## src/rtl/c_pkg.sv

```systemverilog
// Shared types and width helpers for the streaming unary/thermometer checker.
package c_pkg;

  typedef enum logic {
    ST_EMPTY = 1'b0,
    ST_FULL  = 1'b1
  } state_e;

  // Width of the decoded length field for a W-bit vector.
  function automatic int unsigned len_w(input int unsigned w);
    return $clog2(w);
  endfunction

  // Width of a beat counter for N beats; never narrower than one bit.
  function automatic int unsigned cnt_w(input int unsigned n);
    return (n <= 1) ? 1 : $clog2(n);
  endfunction

endpackage

```

## src/rtl/c_stream_beat.sv

```systemverilog
// Per-beat classification: presence of ones/zeros, monotonicity, popcount.
module c_stream_beat #(
  parameter int unsigned B = 4
) (
  input  logic [B-1:0]           i_x,
  output logic                   beat_any1,
  output logic                   beat_any0,
  output logic                   beat_mono_n,
  output logic                   beat_mono_c,
  output logic [$clog2(B+1)-1:0] beat_pop1
);

  localparam int unsigned BPW = $clog2(B + 1);

  assign beat_any1 = |i_x;
  assign beat_any0 = ~&i_x;

  // Adjacent-pair scan: any 0->1 (or 1->0) step going up breaks monotonicity.
  if (B == 1) begin : g_one_bit
    assign beat_mono_n = 1'b1;
    assign beat_mono_c = 1'b1;
  end else begin : g_multi_bit
    assign beat_mono_n = ~|(~i_x[B-2:0] &  i_x[B-1:1]);
    assign beat_mono_c = ~|( i_x[B-2:0] & ~i_x[B-1:1]);
  end

  // Population count of ones in the beat.
  always_comb begin
    beat_pop1 = '0;
    for (int unsigned i = 0; i < B; i++) begin
      beat_pop1 = beat_pop1 + BPW'(i_x[i]);
    end
  end

endmodule

```

## src/rtl/c_stream.sv

```systemverilog
// Multi-beat unary/thermometer admission checker with a registered verdict.
module c_stream
  import c_pkg::*;
#(
  parameter int unsigned W                     = 16,
  parameter int unsigned B                     = 4,
  parameter bit          P_ADMIT_COMPLIMENT_EN = 1'b1
) (
  input  logic                clk,
  input  logic                rst,
  input  logic                i_vld,
  input  logic [B-1:0]        i_x,
  output logic                o_rdy,
  output logic                o_vld,
  input  logic                i_rdy,
  output logic                o_is_unary,
  output logic                o_is_compliment,
  output logic [len_w(W)-1:0] o_len
);

  localparam int unsigned N   = W / B;
  localparam int unsigned CW  = cnt_w(N);
  localparam int unsigned LW  = len_w(W);
  localparam int unsigned PW  = $clog2(W + 1);
  localparam int unsigned BPW = $clog2(B + 1);

  if ((W < 2) || (B < 1) || ((W % B) != 0)) begin : g_param_check
    $error("c_stream: W must be >= 2 and a multiple of B");
  end

  logic           beat_any1, beat_any0, beat_mono_n, beat_mono_c;
  logic [BPW-1:0] beat_pop1;

  c_stream_beat #(.B(B)) u_beat (
    .i_x        (i_x),
    .beat_any1  (beat_any1),
    .beat_any0  (beat_any0),
    .beat_mono_n(beat_mono_n),
    .beat_mono_c(beat_mono_c),
    .beat_pop1  (beat_pop1)
  );

  logic [CW-1:0] cnt_q, cnt_d;
  logic          seen0_q, seen0_d, seen1_q, seen1_d;
  logic          bad_n_q, bad_n_d, bad_c_q, bad_c_d;
  logic [PW-1:0] ones_q, ones_d, zeros_q, zeros_d;
  logic          is_unary_q, is_unary_d, is_comp_q, is_comp_d;
  logic [LW-1:0] len_q, len_d;
  state_e        state_q, state_d;

  logic          vld;
  logic          accept, last_beat, fin;
  logic          bad_n_p, bad_c_p, ok_n, ok_c, msb;
  logic [PW-1:0] ones_p, zeros_p;

  assign vld       = (state_q == ST_FULL);
  assign accept    = i_vld & (~vld | i_rdy);
  assign last_beat = (cnt_q == CW'(N - 1));
  assign fin       = accept & last_beat;
  assign msb       = i_x[B-1];

  // Accumulator values including the current beat.
  always_comb begin
    bad_n_p = bad_n_q | ~beat_mono_n | (beat_any1 & seen0_q);
    bad_c_p = bad_c_q | ~beat_mono_c | (beat_any0 & seen1_q);
    ones_p  = ones_q + PW'(beat_pop1);
    zeros_p = zeros_q + PW'(B) - PW'(beat_pop1);
    ok_n    = ~bad_n_p & ~msb;
    ok_c    = P_ADMIT_COMPLIMENT_EN & ~bad_c_p & msb;
  end

  // Counter and accumulator update; final beat clears for the next vector.
  always_comb begin
    cnt_d   = cnt_q;
    seen0_d = seen0_q;
    seen1_d = seen1_q;
    bad_n_d = bad_n_q;
    bad_c_d = bad_c_q;
    ones_d  = ones_q;
    zeros_d = zeros_q;
    if (accept) begin
      if (last_beat) begin
        cnt_d   = '0;
        seen0_d = 1'b0;
        seen1_d = 1'b0;
        bad_n_d = 1'b0;
        bad_c_d = 1'b0;
        ones_d  = '0;
        zeros_d = '0;
      end else begin
        cnt_d   = cnt_q + CW'(1);
        seen0_d = seen0_q | beat_any0;
        seen1_d = seen1_q | beat_any1;
        bad_n_d = bad_n_p;
        bad_c_d = bad_c_p;
        ones_d  = ones_p;
        zeros_d = zeros_p;
      end
    end
  end

  // Verdict loads on the final beat and otherwise holds.
  always_comb begin
    is_unary_d = is_unary_q;
    is_comp_d  = is_comp_q;
    len_d      = len_q;
    if (fin) begin
      is_unary_d = ok_n | ok_c;
      is_comp_d  = P_ADMIT_COMPLIMENT_EN & msb;
      len_d      = ok_n ? LW'(ones_p) : (ok_c ? LW'(zeros_p) : '0);
    end
  end

  // Output FSM next state: FULL reloads when a new verdict lands on a drain.
  always_comb begin
    state_d = state_q;
    case (state_q)
      ST_EMPTY: if (fin) state_d = ST_FULL;
      ST_FULL: begin
        if (fin)        state_d = ST_FULL;
        else if (i_rdy) state_d = ST_EMPTY;
      end
      default: state_d = ST_EMPTY;
    endcase
  end

  // FSM state register.
  always_ff @(posedge clk) begin
    if (rst) state_q <= ST_EMPTY;
    else     state_q <= state_d;
  end

  // Datapath registers.
  always_ff @(posedge clk) begin
    if (rst) begin
      cnt_q      <= '0;
      seen0_q    <= 1'b0;
      seen1_q    <= 1'b0;
      bad_n_q    <= 1'b0;
      bad_c_q    <= 1'b0;
      ones_q     <= '0;
      zeros_q    <= '0;
      is_unary_q <= 1'b0;
      is_comp_q  <= 1'b0;
      len_q      <= '0;
    end else begin
      cnt_q      <= cnt_d;
      seen0_q    <= seen0_d;
      seen1_q    <= seen1_d;
      bad_n_q    <= bad_n_d;
      bad_c_q    <= bad_c_d;
      ones_q     <= ones_d;
      zeros_q    <= zeros_d;
      is_unary_q <= is_unary_d;
      is_comp_q  <= is_comp_d;
      len_q      <= len_d;
    end
  end

  // Output decode from state and verdict registers.
  always_comb begin
    o_vld           = vld;
    o_rdy           = ~vld | i_rdy;
    o_is_unary      = is_unary_q;
    o_is_compliment = is_comp_q;
    o_len           = len_q;
  end

endmodule
```

## config.mk

```make
export PLATFORM = sky130hd
export DESIGN_NAME = c_stream
export DESIGN_NICKNAME = d
export VERILOG_FILES = /design/src/rtl/c_pkg.sv /design/src/rtl/c_stream_beat.sv /design/src/rtl/c_stream.sv
export SDC_FILE = /design/constraint.sdc
export NUM_CORES = 1
export LEC_CHECK = 0
export CAP_MARGIN = 20
export CELL_PAD_IN_SITES_DETAIL_PLACEMENT = 1
export CELL_PAD_IN_SITES_GLOBAL_PLACEMENT = 2
export CORE_UTILIZATION = 32
export CTS_CLUSTER_SIZE = 24
export DETAILED_ROUTE_END_ITERATION = 7
export GPL_TIMING_DRIVEN = 1
export PLACE_DENSITY = 0.8
export SLEW_MARGIN = 10
export SYNTH_ARGS = -nofsm -noshare
export SYNTH_HDL_FRONTEND = slang
export SYNTH_SLANG_ARGS = --single-unit
export TNS_END_PERCENT = 30
```

## constraint.sdc

```tcl
create_clock -name clk -period 3.3 [get_ports clk]
set_input_delay 0.495 -clock clk [delete_from_list [all_inputs] [get_ports clk]]
set_output_delay 0.495 -clock clk [all_outputs]
set_load 0.02 [all_outputs]
```

==> flow_summary.json, run 1 <==
{
  "outcome": "finished clean",
  "fp.coreArea_um2": 3689,
  "htree_levels": 1,
  "tightestPinTransition_ns": 0.9289,
  "dpl_cell_area_um2": 1510,
  "cp_slowest_cell": "clkdlybuf4s50_1",
  "setup_tns_ns": 0,
  "drive_above_1_share_pct": 18.71,
  "cts_tree": "yes",
  "portBuffers": 15,
  "fin_skew_ns": 0.003378,
  "yosysWarnings": 0,
  "cp_num_buf_inv": 5,
  "leakage_nw": 0.6668,
  "hold_path_class": "flop to flop",
  "grtUsageTotal_pct": 18.37,
  "synthesis.area_um2": 1242,
  "cts_inserted_buffers": 3,
  "max_cap_violations": 0,
  "hold_end": "zeros_q[0]$_SDFFE_PP0P_",
  "post-route-cell-area_um2": 1593,
  "whs_ns": 0.4578,
  "drtIter0Drc": 21,
  "cts_setup_buffers": 0,
  "dieArea_um2": 4136,
  "yosysUniqueCellTypes": 27,
  "avgSynthCellArea_um2": 8.452,
  "yosys.area_share.simple_pct": 19.54,
  "die_w_um": 64.31,
  "grt_max_degree": 22,
  "arrival_ns": 3.19,
  "grt_pass1_vias": 1170,
  "stdcell_count": 219,
  "path_max_fanout": 2,
  "post-route-util_pct": 43.18,
  "cts_hold_buf": 0,
  "setup_slack_ns": 0.2898,
  "synth_xor_area_share_pct": 2.820,
  "rows": 22,
  "cts_max_path_buffers": 2,
  "rsz0062_at_grt": "false",
  "fill_cells": 459,
  "fp.dieH_um": 64.31,
  "r2r_cells": 8,
  "nNetsFinal": 194,
  "n_antenna_cell": 0,
  "initial_core_util_pct": 33.68,
  "root_buffer": "clkbuf_8",
  "regToRegSetupSlack_ns": 1.34,
  "ant_nets": 0,
  "wl_per_cell_um": 16.11,
  "cp_top_family": "adder cells",
  "critPathKind": "input pin to flop",
  "synth_top_family_by_area": "compound AO/OA/AOI/OAI gates",
  "cts.reportedPaths.clkPinSlew_ns": 0.08,
  "grt-ovfl-total": 0,
  "clock_latency_ns": 0.26,
  "dpl_worst_slack_ns": -0.2789,
  "min_period_over_period_pct": 91.22,
  "grt_pass1_wl_um": 5699,
  "critPathMaxStageDelay_ns": 0.49,
  "setup_violations": 0,
  "gp_congestion": 0.8246,
  "wl_um": 3527,
  "synthCells": 147,
  "fmax_mhz": 332.2,
  "maxSlewViolCount": 0,
  "ys_ff_latch": 21,
  "min-delay-start": "zeros_q[0]$_SDFFE_PP0P_",
  "via_count": 1104,
  "timing.rr.start": "zeros_q[1]$_SDFFE_PP0P_",
  "hold_viol": 0,
  "startpoint_type": "input pin",
  "p_total_uw": 706.2,
  "drc_errors": 0,
  "detail_route.vias_per_cell": 5.041,
  "yosys.area_share.adder_pct": 15.91,
  "cp.required_ns": 3.48,
  "syn_nets": 169,
  "path_cells": "clkdlybuf4s50_1, inv_1, fa_2, inv_2, ha_4, inv_2, ha_4, ha_2, inv_1, fa_2, xor2_1, xnor2_1, a31oi_1, a211oi_2",
  "mostFrequentLayoutCells": "nand2_1 (21), dfxtp_1 (21), a21oi_1 (16), inv_1 (14)",
  "cp-end-kind": "flop",
  "drtPass1Iterations": 4,
  "synth_compound_area_share_pct": 20.14,
  "final.min_clock_period_ns": 3.010,
  "placed_cells": 215,
  "ios": 16,
  "hpwl_um": 2497,
  "ys_seq_area_share_pct": 33.84,
  "hold_depth": 2,
  "antenna_found_initial": 0,
  "vdd_drop_max_mv": 0.1726,
  "p_per_area_nw_per_um2": 443.4,
  "reg2reg_to": "o_len[3]$_SDFFE_PP0P_",
  "area_delta_synth_final_pct": 28.20,
  "cts.sinks": 21,
  "muxShareOfSynthArea_pct": 0,
  "max_slew_margin_pct": 37.88
}
routing by layer:
layer  global-route usage [%]  up-vias  routed length [µm]
li1                         -      544                   -
met1                    24.48      538                1745
met2                    29.87       18                1659
met3                    3.036        4                  82
met4                    6.111        0                  40
met5                        0        -                   0
layout make-up:
class | count | area [µm²] | area share, %
clock buffers | 4 | 45.04 | 2.828
inverters | 19 | 71.32 | 4.478
multi-input cells | 101 | 758.2 | 47.60
flip-flops and latches | 21 | 420.4 | 26.39
well taps | 48 | 60.06 | 3.771
repair buffers | 26 | 237.7 | 14.93
power breakdown:
part,switching (mW),leakage [nW],internal [mW],total [mW]
combinational,0.121,0.472,0.111,0.232
clock,0.0924,0.0228,0.0862,0.179
sequential,0.0187,0.172,0.277,0.295
cell usage after synthesis:
library cell	count	area, µm²
or2_1	1	6.260
a221oi_4	2	52.55
nand2b_1	2	12.51
a211oi_2	5	62.56
nand3_1	13	65.06
o21ai_0	1	5.000
or3_1	1	6.260
nor2_1	5	18.77
ha_1	11	137.6
or2_4	1	8.760
fa_1	3	60.06
buf_2	2	10.01
inv_1	17	63.81
a211o_1	2	17.52
nand2_1	21	78.83
and2_1	1	6.260
clkbuf_1	4	15.01
nand4_1	2	12.51
and3_1	2	12.51
inv_2	2	7.510
a21oi_1	16	80.08
a31oi_1	4	25.02
nor3_1	3	15.01
dfxtp_1	21	420.4
xnor2_1	3	26.28
xor2_1	1	8.760
a21o_1	1	7.510
worst max path at each step:
stage	startpoint	to	cells past startpoint	slack [ns]
after floorplan	i_x[0]	o_len[3]$_SDFFE_PP0P_	15	0.39
after global placement	i_x[0]	o_len[3]$_SDFFE_PP0P_	16	-0.19
after detailed placement	i_x[0]	o_len[3]$_SDFFE_PP0P_	16	-0.28
after CTS	i_x[0]	o_len[3]$_SDFFE_PP0P_	16	0.02
after global routing	i_x[2]	o_len[3]$_SDFFE_PP0P_	14	0.20
final	i_x[2]	o_len[3]$_SDFFE_PP0P_	14	0.29
cell families (layout without fill, tap and decap cells):
logic type / count (synthesis) / after routing
adder cells (fa/ha/maj): 14 / 14
XOR/XNOR: 4 / 4
AO/OA/AOI/OAI: 31 / 31
flip-flops: 21 / 21
AND/OR/NAND/NOR: 52 / 52
buffers and inverters: 25 / 49
what timing repair did:
| action | in CTS | in global routing |
|---|---|---|
| gates resized for setup | 0 | 10 |
| setup endpoints to repair | 1 | 4 |
| pin swaps | 3 | 4 |
registers in the layout, indices dropped and copies added (netlist names):
name             count
zeros_q              4
cnt_q                2
bad_c_q              1
o_is_unary           1
seen1_q              1
o_is_compliment      1
ones_q               4
o_vld                1
o_len                4
bad_n_q              1
seen0_q              1
tightest hold or removal path, stage by stage (launching register included):
cell and delay, ns:
dfxtp_1 0.32, nand2_1 0.05, a21oi_1 0.05
Note: power is estimated with default switching activity, not from simulation.
==> run 2, diff against run 1 <==
==> constraint.sdc (replaced) <==
create_clock -name clk -period 3.3 [get_ports clk]
set_input_delay 0.66 -clock clk [delete_from_list [all_inputs] [get_ports clk]]
set_output_delay 0.66 -clock clk [all_outputs]
set_load 0.02 [all_outputs]
==> run 2 against run 1 <==
Cell area is 0.24% lower. Fmax is 4.8% lower. Critical path depth stayed put. Largest power group unchanged.
==> flow_summary.json, run 2 (same netlist as run 1, synthesis figures left out) <==
{
  "ant_nets": 0,
  "wl_um": 3580,
  "rows": 22,
  "min-delay-start": "o_is_compliment$_SDFFE_PP0P_",
  "hold_depth": 2,
  "setup_tns_ns": 0,
  "fp.coreArea_um2": 3689,
  "cts_tree": "yes",
  "drc_errors": 0,
  "cts.sinks": 21,
  "n_antenna_cell": 0,
  "cp.required_ns": 3.49,
  "vdd_drop_max_mv": 0.2039,
  "antenna_found_initial": 0,
  "outcome": "finished clean",
  "cts_hold_buf": 0,
  "timing.rr.start": "zeros_q[0]$_SDFFE_PP0P_",
  "min_period_over_period_pct": 95.80,
  "final.min_clock_period_ns": 3.161,
  "fin_skew_ns": 0.003760,
  "startpoint_type": "input pin",
  "grt_pass1_vias": 1198,
  "max_slew_margin_pct": 37.28,
  "setup_violations": 0,
  "r2r_cells": 10,
  "leakage_nw": 0.6670,
  "cts_max_path_buffers": 2,
  "placed_cells": 217,
  "post-route-cell-area_um2": 1589,
  "fill_cells": 469,
  "arrival_ns": 3.35,
  "stdcell_count": 221,
  "hold_end": "o_is_compliment$_SDFFE_PP0P_",
  "root_buffer": "clkbuf_8",
  "p_per_area_nw_per_um2": 441.1,
  "gp_congestion": 0.8034,
  "max_cap_violations": 0,
  "critPathKind": "input pin to flop",
  "cp-end-kind": "flop",
  "cts_inserted_buffers": 3,
  "path_max_fanout": 2,
  "hpwl_um": 2603,
  "hold_viol": 0,
  "hold_path_class": "flop to flop",
  "dieArea_um2": 4136,
  "rsz0062_at_grt": "false",
  "initial_core_util_pct": 33.68,
  "regToRegSetupSlack_ns": 1.38,
  "grt_pass1_wl_um": 5699,
  "post-route-util_pct": 43.08,
  "fp.dieH_um": 64.31,
  "clock_latency_ns": 0.27,
  "portBuffers": 15,
  "grt_max_degree": 22,
  "post_cts_resized": 7,
  "reg2reg_to": "o_len[3]$_SDFFE_PP0P_",
  "mostFrequentLayoutCells": "nand2_1 (21), dfxtp_1 (21), inv_1 (16), a21oi_1 (16)",
  "fmax_mhz": 316.3,
  "maxSlewViolCount": 0,
  "drtPass1Iterations": 4,
  "cts_setup_buffers": 0,
  "grtUsageTotal_pct": 18.89,
  "tightestPinTransition_ns": 0.9379,
  "area_delta_synth_final_pct": 27.89,
  "p_total_uw": 700.9,
  "drtIter0Drc": 21,
  "detail_route.vias_per_cell": 5.104,
  "wl_per_cell_um": 16.20,
  "htree_levels": 1,
  "drive_above_1_share_pct": 18.50,
  "grt-ovfl-total": 0,
  "dpl_cell_area_um2": 1525,
  "via_count": 1128,
  "nNetsFinal": 196,
  "cts.reportedPaths.clkPinSlew_ns": 0.08,
  "ios": 16,
  "die_w_um": 64.31
}
-- run 2: cell types whose count changed in the layout (fill, tap and decap cells not counted) --
| cell | change |
|---|---|
| inv_1 | +2 |
| ha_4 | -1 |
| ha_1 | +1 |
| dlymetal6s2s_1 | -2 |
| clkinv_2 | +1 |
| dlygate4sd2_1 | +2 |
| buf_4 | +2 |
| inv_2 | -2 |
| clkbuf_1 | -1 |
-- run 2: cell type report --
cell class	instances	area (µm²)	share of cell area [%]
clock buffers	3	41.29	2.598
well taps	48	60.06	3.780
inverters	19	71.32	4.488
repair buffers	28	245.2	15.43
flip-flops and latches	21	420.4	26.46
multi-input cells	101	745.7	46.93
clock inverters	1	5.005	0.3150
-- run 2: worst max path at each step --
stage	from	endpoint	slack (ns)	cells past startpoint
floorplan	i_x[0]	o_len[3]$_SDFFE_PP0P_	0.22	15
global placement	i_x[0]	o_len[3]$_SDFFE_PP0P_	-0.35	16
detailed placement	i_x[0]	o_len[3]$_SDFFE_PP0P_	-0.44	16
CTS	i_x[2]	o_len[3]$_SDFFE_PP0P_	0.14	14
global route	i_x[2]	o_len[3]$_SDFFE_PP0P_	0.02	14
finish	i_x[2]	o_len[3]$_SDFFE_PP0P_	0.14	14
-- run 2: routing by layer --
metal | share of wire, % | routed length, µm | vias to the layer above | GRT usage (%)
li1 | - | - | 548 | -
met1 | 47 | 1679 | 550 | 22.13
met2 | 48 | 1729 | 21 | 32.50
met3 | 2.0 | 72 | 9 | 2.321
met4 | 2.8 | 99 | 0 | 11.39
met5 | 0 | 0 | - | 0
-- run 2: power by group --
| part | switching (mW) | internal (mW) |
|---|---|---|
| Clock | 0.0957 | 0.0845 |
| Sequential | 0.0168 | 0.277 |
| Combinational | 0.118 | 0.109 |
-- run 2: stage by stage --
| step | setup WS, ns | hold slack [ns] |
|---|---|---|
| final | 0.1385 | 0.4762 |
| after global routing | 0.02319 | 0.4964 |
| after CTS | 0.1433 | 0.4752 |
| after detailed placement | -0.4355 | 0.4616 |
| after global placement | -0.3534 | 0.4406 |
| after floorplan | 0.2236 | 0.4319 |
-- run 2: critical path, stage by stage --
cell,delay (ns)
clkdlybuf4s50_1,0.50
inv_1,0.09
fa_2,0.39
inv_2,0.07
ha_4,0.12
inv_1,0.05
ha_1,0.27
ha_2,0.16
inv_1,0.05
fa_2,0.33
xor2_1,0.16
xnor2_1,0.21
a31oi_1,0.12
a211oi_2,0.18
==> run 3, diff against run 2 <==
--- a/config.mk
+++ b/config.mk
@@ -5,10 +5,11 @@
 export SDC_FILE = /design/constraint.sdc
 export NUM_CORES = 1
 export LEC_CHECK = 0
+export ABC_AREA = 0
 export CAP_MARGIN = 20
 export CELL_PAD_IN_SITES_DETAIL_PLACEMENT = 1
-export CELL_PAD_IN_SITES_GLOBAL_PLACEMENT = 2
-export CORE_UTILIZATION = 32
+export CELL_PAD_IN_SITES_GLOBAL_PLACEMENT = 1
+export CORE_UTILIZATION = 40
 export CTS_CLUSTER_SIZE = 24
 export DETAILED_ROUTE_END_ITERATION = 7
 export GPL_TIMING_DRIVEN = 1
==> run 3 against run 2 <==
Sequential power hardly changed. Clock skew grew 0.0025 ns. Total power shrank 6.9%. Cell area is 3.0% lower. Setup slack lost 0.054 ns. Largest power group unchanged. Register-to-register slack worse by 0.14 ns. The run now ends with design-rule violations left.
==> flow_summary.json, run 3 (same netlist as run 1, synthesis figures left out) <==
{
  "outcome": "finished with violations",
  "violations": "design-rule violations",
  "max_slew_margin_pct": 40.36,
  "initial_core_util_pct": 43.55,
  "critPathMaxStageDelay_ns": 0.48,
  "wl_um": 3419,
  "path_max_fanout": 2,
  "critPathKind": "input pin to flop",
  "portBuffers": 15,
  "final.min_clock_period_ns": 3.215,
  "cts_tree": "yes",
  "nNetsFinal": 194,
  "fp.dieH_um": 57.73,
  "dieArea_um2": 3333,
  "cts.reportedPaths.clkPinSlew_ns": 0.13,
  "cp_slowest_cell": "clkdlybuf4s50_1",
  "cts.sinks": 21,
  "vdd_drop_max_mv": 0.2325,
  "ios": 16,
  "hold_path_class": "flop to flop",
  "grt_pass1_vias": 1202,
  "hold_viol": 0,
  "max_cap_violations": 0,
  "dpl_worst_slack_ns": -0.5028,
  "grt_pass1_wl_um": 5547,
  "via_count": 1127,
  "arrival_ns": 3.45,
  "drc_errors": 1,
  "drtPass1Iterations": 8,
  "ant_nets": 0,
  "rows": 19,
  "n_antenna_cell": 0,
  "htree_levels": 1,
  "drtIter0Drc": 26,
  "grt_max_degree": 22,
  "setup_violations": 0,
  "area_delta_synth_final_pct": 24.07,
  "gp_congestion": 0.7788,
  "maxSlewViolCount": 0,
  "hpwl_um": 2545,
  "path_cells": "clkdlybuf4s50_1, inv_1, fa_2, inv_2, ha_4, inv_1, ha_1, ha_2, inv_2, fa_2, xor2_2, xnor2_1, a31oi_1, a211oi_2",
  "detail_route.vias_per_cell": 5.579,
  "rsz0062_at_grt": "false",
  "fp.coreArea_um2": 2853,
  "ff_latch_area_um2": 420.4,
  "tightestPinTransition_ns": 0.8918,
  "die_w_um": 57.73,
  "p_total_uw": 652.8,
  "cts_setup_buffers": 0,
  "min_period_over_period_pct": 97.43,
  "root_buffer": "clkbuf_4",
  "cts_inserted_buffers": 3,
  "multi_input_area_um2": 753.2,
  "fill_cells": 348,
  "setup_slack_ns": 0.08471,
  "antenna_found_initial": 0,
  "drive_above_1_share_pct": 18.71,
  "cp-end-kind": "flop",
  "grtUsageTotal_pct": 22.40,
  "startpoint_type": "input pin",
  "cts_hold_buf": 0,
  "wl_per_cell_um": 16.93,
  "fin_skew_ns": 0.006236,
  "grt-ovfl-total": 0,
  "fmax_mhz": 311.0,
  "leakage_nw": 0.6492,
  "cts_max_path_buffers": 2,
  "cp.required_ns": 3.54,
  "clock_latency_ns": 0.32,
  "p_per_area_nw_per_um2": 423.5,
  "mostFrequentLayoutCells": "nand2_1 (21), dfxtp_1 (21), a21oi_1 (16), inv_1 (15)"
}
-- run 3: power breakdown --
group          leakage (nW)  internal (mW)  switching [mW]
combinational         0.460          0.101           0.123
sequential            0.172          0.277          0.0166
clock                0.0177         0.0455          0.0897
-- run 3: final cells by class --
| cell class | instances | area share (%) |
|---|---|---|
| clock buffers | 3 | 1.461 |
| well taps | 31 | 2.516 |
| multi-input cells | 101 | 48.86 |
| flip-flops and latches | 21 | 27.27 |
| repair buffers | 26 | 14.94 |
| inverters | 19 | 4.627 |
| clock inverters | 1 | 0.3247 |
-- run 3: per-stage QoR --
stage | TNS, ns | instance area [µm²] | hold slack, ns | cells | utilization (%)
after CTS | 0 | 1541 | 0.4630 | 202 | 54.04
after global placement | -1.105 | 1489 | 0.4407 | 198 | 52.19
after detailed placement | -1.856 | 1489 | 0.4455 | 198 | 52.19
final | 0 | 1541 | 0.4594 | 202 | 54.04
after global routing | 0 | 1541 | 0.4863 | 202 | 54.04
after floorplan | 0 | 1242 | 0.4319 | 147 | -
-- run 3: final timing paths --
path | end | start | cells after the start | slack [ns]
worst max-delay path | o_len[3]$_SDFFE_PP0P_ | i_x[2] | 14 | 0.08
worst min-delay path | zeros_q[0]$_SDFFE_PP0P_ | zeros_q[0]$_SDFFE_PP0P_ | 2 | 0.46
worst max register to register | o_len[3]$_SDFFE_PP0P_ | zeros_q[0]$_SDFFE_PP0P_ | 10 | 1.24
worst min register to register | zeros_q[0]$_SDFFE_PP0P_ | zeros_q[0]$_SDFFE_PP0P_ | 2 | 0.46
-- run 3: timing repair --
action | 4_1_cts | 5_1_grt
pin swaps | 7 | 1
gates resized for setup | 9 | 0
endpoints found under the setup margin | 4 | 1
-- run 3: worst max-delay path: cells and delay by family --
kind | cells | cell delay, ns
buf+inv | 5 | 0.71
fa+ha+maj | 5 | 1.32
compound gates | 2 | 0.35
xor+xnor | 2 | 0.40
-- run 3: per-layer routing --
layer / track usage (%) / routed length (µm) / share of wire (%)
met2: 41.20 / 1707 / 50
met1: 26.46 / 1547 / 45
met4: 9.524 / 63 / 1.8
met5: 0 / 0 / 0
met3: 2.232 / 100 / 2.9
